### config.mk
export PLATFORM = sky130hd
export DESIGN_NAME = tvip_axi_burst_beat_generator
export DESIGN_NICKNAME = d
export VERILOG_FILES = /design/src/rtl/tvip_axi_burst_beat_generator.sv
export SDC_FILE = /design/constraint.sdc
export NUM_CORES = 1
export LEC_CHECK = 0
export CORE_AREA = 2 2 290 292
export DETAILED_ROUTE_END_ITERATION = 10
export DIE_AREA = 0 0 292 294
export GPL_TIMING_DRIVEN = 0
export RECOVER_POWER = 50
export SLEW_MARGIN = 20
export SYNTH_ARGS = -nofsm -noshare
export SYNTH_HDL_FRONTEND = slang
export SYNTH_SLANG_ARGS = --single-unit
### constraint.sdc
create_clock -name aclk -period 10.7 [get_ports aclk]
set_input_delay 2.14 -clock aclk [delete_from_list [all_inputs] [get_ports aclk]]
set_output_delay 2.14 -clock aclk [all_outputs]
set_load 0.05 [all_outputs]
### src/rtl/tvip_axi_burst_beat_generator.sv
// tvip_axi_burst_beat_generator
//
// Expands one AXI burst request into one descriptor per data beat. Each
// descriptor carries the beat address, the active byte lanes, the 0-based
// beat index and a last flag. Illegal bursts still produce every beat, and
// beat_error is held high for the whole burst.
//
// Ports:
//   aclk, areset_n      clock and asynchronous active-low reset
//   req_valid/req_ready request handshake; ready only while idle
//   req_id              burst ID, echoed on beat_id
//   req_address         start address
//   req_length          AxLEN (beats - 1)
//   req_size            AxSIZE (bytes per beat = 1 << size)
//   req_burst           00 FIXED, 01 INCR, 10 WRAP, 11 reserved
//   beat_valid/ready    descriptor handshake
//   beat_address        address of the current beat
//   beat_strobe         active byte lanes of the current beat
//   beat_index          beat number within the burst
//   beat_last           high on the final beat
//   beat_error          burst is illegal
module tvip_axi_burst_beat_generator #(
    parameter int ID_WIDTH      = 8,
    parameter int ADDRESS_WIDTH = 64,
    parameter int DATA_WIDTH    = 32
) (
    input  logic                     aclk,
    input  logic                     areset_n,
    input  logic                     req_valid,
    output logic                     req_ready,
    input  logic [ID_WIDTH-1:0]      req_id,
    input  logic [ADDRESS_WIDTH-1:0] req_address,
    input  logic [7:0]               req_length,
    input  logic [2:0]               req_size,
    input  logic [1:0]               req_burst,
    output logic                     beat_valid,
    input  logic                     beat_ready,
    output logic [ID_WIDTH-1:0]      beat_id,
    output logic [ADDRESS_WIDTH-1:0] beat_address,
    output logic [DATA_WIDTH/8-1:0]  beat_strobe,
    output logic [7:0]               beat_index,
    output logic                     beat_last,
    output logic                     beat_error
);

    localparam int STRB   = DATA_WIDTH / 8;
    localparam int LANE_W = (STRB > 1) ? $clog2(STRB) : 1;

    localparam logic [1:0] BURST_FIXED = 2'b00;
    localparam logic [1:0] BURST_INCR  = 2'b01;
    localparam logic [1:0] BURST_WRAP  = 2'b10;
    localparam logic [1:0] BURST_RSVD  = 2'b11;

    typedef logic [ADDRESS_WIDTH-1:0] addr_t;

    typedef enum logic {
        ST_IDLE,
        ST_BURST
    } state_t;

    state_t state;
    state_t state_next;

    // Latched per-burst parameters
    logic [7:0] length_q;
    logic [2:0] size_q;
    logic [1:0] burst_q;
    addr_t      lower_q;
    addr_t      span_q;

    // Request decode
    addr_t req_bytes;
    addr_t req_beats;
    addr_t req_aligned;
    addr_t req_span;
    addr_t req_lower;
    addr_t req_last_byte;
    logic  req_wrap_len_ok;
    logic  req_error;
    logic  req_fire;

    // Beat advance
    addr_t cur_bytes;
    addr_t wrap_offset;
    addr_t next_address;
    logic  beat_fire;

    // Byte lanes lo..hi of a beat. Only the low address bits matter because
    // STRB is a power of two, so the aligned lane is the low bits masked.
    // Sizes wider than the bus simply saturate at the top lane.
    function automatic logic [STRB-1:0] lane_strobe(
        input logic [LANE_W-1:0] addr_lo,
        input logic [2:0]        size_enc
    );
        logic [15:0]     bytes;
        logic [15:0]     lo;
        logic [15:0]     aligned_lo;
        logic [15:0]     hi;
        logic [STRB-1:0] lanes;
        bytes      = 16'd1 << size_enc;
        lo         = 16'(addr_lo) & 16'(STRB - 1);
        aligned_lo = lo & ~(bytes - 16'd1);
        hi         = aligned_lo + bytes - 16'd1;
        for (int i = 0; i < STRB; i++) begin
            lanes[i] = (16'(i) >= lo) && (16'(i) <= hi);
        end
        return lanes;
    endfunction

    assign req_ready  = (state == ST_IDLE);
    assign beat_valid = (state == ST_BURST);
    assign req_fire   = req_valid && req_ready;
    assign beat_fire  = beat_valid && beat_ready;

    // Decode the incoming request: wrap window and error conditions
    always_comb begin
        req_bytes       = addr_t'(1) << req_size;
        req_beats       = addr_t'(req_length) + addr_t'(1);
        req_aligned     = req_address & ~(req_bytes - addr_t'(1));
        req_span        = req_beats << req_size;
        req_lower       = req_address & ~(req_span - addr_t'(1));
        req_last_byte   = req_aligned + req_span - addr_t'(1);
        req_wrap_len_ok = (req_length == 8'd1) || (req_length == 8'd3) ||
                          (req_length == 8'd7) || (req_length == 8'd15);
        req_error = 1'b0;
        if (req_burst == BURST_RSVD) begin
            req_error = 1'b1;
        end
        if (req_bytes > addr_t'(STRB)) begin
            req_error = 1'b1;
        end
        if ((req_burst == BURST_WRAP) &&
            (!req_wrap_len_ok || ((req_address & (req_bytes - addr_t'(1))) != '0))) begin
            req_error = 1'b1;
        end
        // Comparing 4 KB page numbers of the first and last byte
        if ((req_burst == BURST_INCR) &&
            ((req_address >> 12) != (req_last_byte >> 12))) begin
            req_error = 1'b1;
        end
    end

    // Address of the following beat. WRAP folds back to the window base once
    // the offset reaches the window size; INCR realigns after beat 0.
    always_comb begin
        cur_bytes    = addr_t'(1) << size_q;
        wrap_offset  = beat_address - lower_q + cur_bytes;
        next_address = beat_address;
        case (burst_q)
            BURST_FIXED: next_address = beat_address;
            BURST_WRAP:  next_address = (wrap_offset >= span_q) ? lower_q
                                                                  : beat_address + cur_bytes;
            default:     next_address = (beat_address & ~(cur_bytes - addr_t'(1))) + cur_bytes;
        endcase
    end

    // State register
    always_ff @(posedge aclk or negedge areset_n) begin
        if (!areset_n) begin
            state <= ST_IDLE;
        end else begin
            state <= state_next;
        end
    end

    // Next state: accept in IDLE, return after the last beat handshake
    always_comb begin
        state_next = state;
        case (state)
            ST_IDLE:  if (req_valid) state_next = ST_BURST;
            ST_BURST: if (beat_fire && beat_last) state_next = ST_IDLE;
            default:  state_next = ST_IDLE;
        endcase
    end

    // Burst parameters and registered beat outputs. Reserved bursts are
    // walked as INCR; the error flag is what marks them.
    always_ff @(posedge aclk or negedge areset_n) begin
        if (!areset_n) begin
            length_q     <= '0;
            size_q       <= '0;
            burst_q      <= '0;
            lower_q      <= '0;
            span_q       <= '0;
            beat_id      <= '0;
            beat_address <= '0;
            beat_strobe  <= '0;
            beat_index   <= '0;
            beat_last    <= 1'b0;
            beat_error   <= 1'b0;
        end else if (req_fire) begin
            length_q     <= req_length;
            size_q       <= req_size;
            burst_q      <= (req_burst == BURST_RSVD) ? BURST_INCR : req_burst;
            lower_q      <= req_lower;
            span_q       <= req_span;
            beat_id      <= req_id;
            beat_address <= req_address;
            beat_strobe  <= lane_strobe(req_address[LANE_W-1:0], req_size);
            beat_index   <= 8'd0;
            beat_last    <= (req_length == 8'd0);
            beat_error   <= req_error;
        end else if (beat_fire && !beat_last) begin
            beat_address <= next_address;
            beat_strobe  <= lane_strobe(next_address[LANE_W-1:0], size_q);
            beat_index   <= beat_index + 8'd1;
            beat_last    <= ((beat_index + 8'd1) == length_q);
        end
    end

endmodule

==> impl_metrics.csv, run 1 <==
group,metric,value,unit
synthesis,netlist_top_cells_area,"dfrtp_1 18%, ha_1 13%, nand2_1 7.3%",
critical_path,worstSetupEndpointType,"flop",
critical_path,critPathLaunchType,"flop",
critical_path,critical_path.top_delay_family,"simple AND/OR/NAND/NOR gates",
clock_network,clkTransAtPathRegs,0.07,ns
placed_design,globalplace.congestion,1.03,
layout,area_growth_syn_to_layout,15.1,%
pwr,combPwrFrac,79.2,%
pwr,p_switching,0.00623,W
floorplanning,die_h,294,µm
hold_path,hold_start,"beat_id[5]",
placed_design,pre_cts_ws,0.391,ns
pwr,power,0.0104,W
global_routing,grt_overflow,0,
timing,slew_headroom,-159,%
status,status,"complete, but fails checks",
layout,fin_area,28400,µm²
drt,drt_pass1_iterations,9,
layout,nNetsFinal,3960,
synthesis,synthArstFlopShare,100,%
pwr,leakage,11.9,nW
critical_path,critPathArrivalTime,10.52,ns
pwr,ir_drop,0.168,mV
timing,final-setup-viol-count,0,
floorplanning,fp-row-count,106,
timing,period_minus_slack,10.18,ns
clock_network,cts.sinks,180,
synthesis,ys.flop_type,"dfrtp_1",
pwr,swShare,59.8,%
synthesis,syn_area,24700,µm²
synthesis,netlist.area_leader.share,18.2,%
pwr,sequentialPowerShare,14.5,%
critical_path,max_stage_delay,0.56,ns
layout,fill_cells,8878,
synthesis,ys_ff_latch,180,
critical_path,crit_fanout,10,
global_routing,grt_pass1_wl,169,mm
global_routing,antenna_found_initial,2,
synthesis,syn_nets,3762,
timing,worstMarginPinSlew,3.88,ns
floorplanning,initial_core_util,29.8,%
synthesis,synth_top_area_cell,"dfrtp_1",
drt,via_per_inst,5.89,
timing,maxSlewViolCount,185,
floorplanning,pin_count,177,
synthesis,synth_edf_count,0,
drt,wl,116,mm
clock_network,clock_path_buffers,2,
clock_network,cts_inserted_buffers,17,
clock_network,clk_latency,0.47,ns
floorplanning,dieArea,85800,µm²
timing,skew,0.0170,ns
synthesis,synth_cells,3405,
hold_path,hp-class,"reg -> reg",
critical_path,crit_top_cell,"nor2_1",
status,violations,"max-capacitance violations, max-slew violations",
timing,fin_setup_tns,0,ns
pwr,power_frac_clock,6.2,%
timing,hold_viol_final,0,
synthesis,ys.warnings.count,0,
global_routing,grt_usage,26.2,%
floorplanning,core,82900,µm²
drt,vias,27700,
pwr,internal-power,0.00418,W
layout,drive_gt1_share,2.85,%
synthesis,avgSynthCellArea,7.25,µm²
floorplanning,fp.dieW,292,µm
critical_path,critPathRequiredTime,11.04,ns
critical_path,crit_slowest_cell,"nor3_4",
run,maxCapViolCount,3,
clock_network,cts_root_buf,"clkbuf_16",
pwr,power_density,366,nW/µm²
placed_design,placed_area,27900,µm²
critical_path,reg2reg_from,"size_q[1]",
critical_path,setup.worst_path.class,"reg -> reg",
clock_network,cts_tree,"built",
critical_path,cp-startpoint,"size_q[1]",
timing,setup_ws,0.521,ns
drt,wire_per_inst,24.7,µm
timing,finalCritPeriodShare,95.1,%
drt,drc,0,
critical_path,ff2ff_setup_slack,0.52,ns
drt,ant_nets,0,
synthesis,ys_types,86,
drt,drtIter0Drc,3171,
critical_path,path_buf_inv,3,
clock_network,cts_max_level,4,
global_routing,grt_max_degree,71,
timing,hold_slack,0.478,ns
synthesis,yosysSeqAreaShare,18.2,%
timing,max_freq,98.2,MHz
placed_design,post-dp-hpwl,95.2,mm
global_routing,grt_pass1_vias,25900,
placed_design,io_buffers,174,
sequential cells by signal, indices dropped and copies added (netlist names):
name / cells
beat_address: 64
lower_q: 64
span_q: 16
beat_id: 8
beat_index: 8
length_q: 8
beat_strobe: 4
size_q: 3
burst_q: 2
beat_error: 1
beat_last: 1
beat_valid: 1
through the flow:
stage                     instances  utilization [%]
after floorplan                3405                -
after global placement         4659             33.5
after detailed placement       4664             33.6
after CTS                      4696             34.3
after global routing           4698             34.3
final                          4698             34.3
routing by layer:
layer / GRT usage, % / vias to the layer above / share of wire, %
met3: 3.22 / 278 / 8.1
met1: 35.3 / 13200 / 43
met2: 41.3 / 1500 / 44
met4: 12.7 / 0 / 5.4
met5: 0 / - / 0
li1: - / 12700 / -
path summary, 6_finish.rpt:
kind | end | depth (start not counted)
min | beat_id[5] | 2
max | beat_strobe[1] | 43
min reg2reg | beat_id[5] | 2
max in group asynchronous | lower_q[45] | 2
max reg2reg | beat_strobe[1] | 43
min in group asynchronous | length_q[7] | 1
placed cells by master, fill, tap and decap left out, types with 34 or more instances in the layout:
master,instances
dlygate4sd3_1,34
dfrtp_1,180
xnor2_1,160
o21ai_1,35
inv_1,257
nor4_1,40
a31oi_1,39
a21oi_1,227
a221oi_1,34
clkdlybuf4s50_1,139
nand4_1,98
nor3_1,86
mux2i_1,67
nand3_1,86
clkbuf_1,154
o21ai_0,199
a21o_1,85
nor2_1,253
nand2_1,481
xor2_1,103
ha_1,257
power by group through the flow:
stage	registers, W	logic [W]	clock network [W]
detailed placement	0.00150	0.00801	0
global placement	0.00150	0.00799	0
global route	0.00153	0.00899	0.000678
floorplan	0.00176	0.00517	0
finish	0.00151	0.00825	0.000650
CTS	0.00149	0.00808	0.000653
cell families after synthesis:
| logic type | synth area share, % |
|---|---|
| compound gates | 24.5 |
| simple gates | 23.5 |
| buf+inv | 6.76 |
| xor+xnor | 9.33 |
| fa+ha+maj | 13.9 |
| mux | 3.72 |
| flops | 18.2 |
timing repair:
action,4_1_cts,5_1_grt
hold buffers,0,0
setup buffers,0,0
endpoints found under the setup margin,0,3
gates resized for setup,0,2
area by class of cell:
type,count,area [µm²],share of cell area [%]
Multi-Input combinational cell,2791,18500,65.3
Sequential cell,180,4500,15.9
Timing Repair Buffer,179,1760,6.19
Tap cell,1080,1350,4.76
Inverter,257,965,3.40
Buffer,177,704,2.48
Clock buffer,18,439,1.55
Clock inverter,14,135,0.476
Antenna cell,2,5.00,0.0176
synth_stat cells (all sizes together) (12+ instances only):
master     n
mux2i     67
inv      257
or3       29
nor2     253
ha       257
buf       27
o211ai    18
clkbuf   150
a31oi     39
a211oi    28
a2111oi   15
a21oi    228
or2       13
nor4      41
and2      25
nor3      88
o31ai     27
nand3     86
nand4     98
o21ai    234
nor2b     26
xnor2    160
o22ai     34
a221oi    36
o21bai    29
a21o      85
dfrtp    180
o2111ai   12
a22o      14
xor2     103
a222oi    17
nand2    481
and3      33
o21a      24
nand2b    33
mux2      14
worst register-to-register path: cells and delay by family (launching register included):
kind	cells	cell delay, ns
xor gates and xnor gates	2	0.26
buffers and inverters	3	0.77
AOI/OAI and AO/OA	11	2.20
DFF	1	0.44
and+or+nand+nor	21	4.53
adders and majority gates	5	1.76
muxes	1	0.11
Power figures use the tool's default switching activity.
==> run 2, diff against run 1 <==
--- a/config.mk
+++ b/config.mk
@@ -10,7 +10,7 @@
 export DIE_AREA = 0 0 292 294
 export GPL_TIMING_DRIVEN = 0
 export RECOVER_POWER = 50
-export SLEW_MARGIN = 20
+export SLEW_MARGIN = 25
 export SYNTH_ARGS = -nofsm -noshare
 export SYNTH_HDL_FRONTEND = slang
 export SYNTH_SLANG_ARGS = --single-unit
==> impl_metrics.csv, run 2 (synthesis gave the netlist of run 1 again) <==
group,metric,value,unit
status,status,"complete, but fails checks",
status,violations,"max-capacitance violations, max-slew violations",
pwr,ir_drop,0.162,mV
drt,drt_pass1_iterations,7,
critical_path,max_stage_delay,0.54,ns
critical_path,reg2reg_from,"size_q[1]",
hold_path,hp-class,"reg -> reg",
placed_design,post-dp-hpwl,95.1,mm
layout,nNetsFinal,3964,
timing,final-setup-viol-count,0,
critical_path,critPathLaunchType,"flop",
drt,drc,0,
global_routing,grt_pass1_wl,170,mm
timing,finalCritPeriodShare,91.8,%
global_routing,grt_overflow,0,
critical_path,setup.worst_path.class,"reg -> reg",
run,maxCapViolCount,3,
layout,area_growth_syn_to_layout,15.3,%
layout,final_cell_mix,"481 x nand2_1, 257 x inv_1, 257 x ha_1, 253 x nor2_1, 227 x a21oi_1",
drt,drtIter0Drc,3180,
hold_path,hold_start,"beat_id[1]",
floorplanning,initial_core_util,29.8,%
floorplanning,core,82900,µm²
clock_network,cts.sinks,180,
placed_design,io_buffers,174,
timing,rsz0062_at_grt,"false",
floorplanning,die_h,294,µm
clock_network,cts_inserted_buffers,17,
layout,layout_commonest_cell,"nand2_1",
pwr,leakage,11.9,nW
global_routing,grt_pass1_vias,26000,
drt,via_per_inst,5.86,
timing,period_minus_slack,9.82,ns
floorplanning,fp-row-count,106,
layout,largest_registers,"beat_address x64, lower_q x64, span_q x16",
placed_design,placed_area,27900,µm²
layout,fin_area,28500,µm²
placed_design,globalplace.congestion,1.03,
critical_path,cp-startpoint,"size_q[1]",
timing,fin_setup_tns,0,ns
global_routing,antenna_found_initial,3,
drt,ant_nets,0,
layout,drive_gt1_share,2.96,%
clock_network,cts_tree,"built",
timing,hold_slack,0.473,ns
critical_path,worstSetupEndpointType,"flop",
pwr,power_density,366,nW/µm²
timing,hold_viol_final,0,
floorplanning,fp.dieW,292,µm
clock_network,ctsHoldBuffers,0,
timing,slew_headroom,-159,%
global_routing,grt_usage,26.2,%
timing,setup_ws,0.882,ns
critical_path,critPathArrivalTime,10.17,ns
global_routing,grt_max_degree,71,
timing,worstMarginPinSlew,3.88,ns
drt,wire_per_inst,24.8,µm
critical_path,crit_top_cell,"nor2_1",
timing,maxSlewViolCount,185,
critical_path,crit_slowest_cell,"fa_1",
timing,max_freq,102,MHz
timing,skew,0.0157,ns
drt,wl,116,mm
clock_network,clkTransAtPathRegs,0.08,ns
clock_network,clk_latency,0.48,ns
clock_network,cts_max_level,4,
clock_network,cts_root_buf,"clkbuf_16",
drt,vias,27600,
placed_design,pre_cts_ws,0.358,ns
layout,utilization,34.3,%
clock_network,clock_path_buffers,2,
floorplanning,pin_count,177,
floorplanning,dieArea,85800,µm²
critical_path,crit_fanout,10,
critical_path,critPathRequiredTime,11.05,ns
-- run 2: final timing paths --
check                            endpoint  slack (ns)  cells past startpoint
max                        beat_strobe[1]        0.88                     43
min                            beat_id[1]        0.47                      2
max reg2reg                beat_strobe[1]        0.88                     43
min reg2reg                    beat_id[1]        0.47                      2
max in group asynchronous     lower_q[45]        2.75                      2
min in group asynchronous      beat_id[5]        3.00                      1
-- run 2: where the power goes --
| group | internal, W | switching (W) |
|---|---|---|
| clock | 0.000339 | 0.000339 |
| combinational | 0.00287 | 0.00537 |
| sequential | 0.000987 | 0.000527 |
-- run 2: layer usage --
layer  vias up  global-route usage, %  routed length, µm
li1      12700                      -                  -
met1     13200                   35.3              49900
met2      1404                   41.8              51500
met3       255                   3.50               9390
met4         2                   11.7               5560
met5         -                      0                 11
-- run 2: worst max-delay path: cells and delay by family, from the launching register on --
family	cells	cell delay [ns]
and+or+nand+nor	21	4.25
buffers and inverters	3	0.73
DFF	1	0.43
xor gates and xnor gates	2	0.25
AOI/OAI and AO/OA	11	2.06
adders and majority gates	5	1.85
muxes	1	0.11
-- run 2: layout make-up --
class	count	area (µm²)
repair buffers	183	1790
multi-input cells	2791	18500
clock buffers	18	439
clock inverters	14	160
plain buffers	177	704
well taps	1080	1350
fillers	8901	54400
diodes	4	10.0
inverters	257	965
flip-flops and latches	180	4500
-- run 2: what timing repair did --
item                                    CTS  global route
endpoints found under the setup margin    0             3
buffers inserted                          0             4
gates resized for setup                   0             2
-- run 2: stage by stage --
step                      power [W]  cells
after floorplan             0.00693   3405
after global placement      0.00949   4659
after detailed placement    0.00951   4664
after CTS                    0.0102   4696
after global routing         0.0113   4702
final                        0.0104   4704
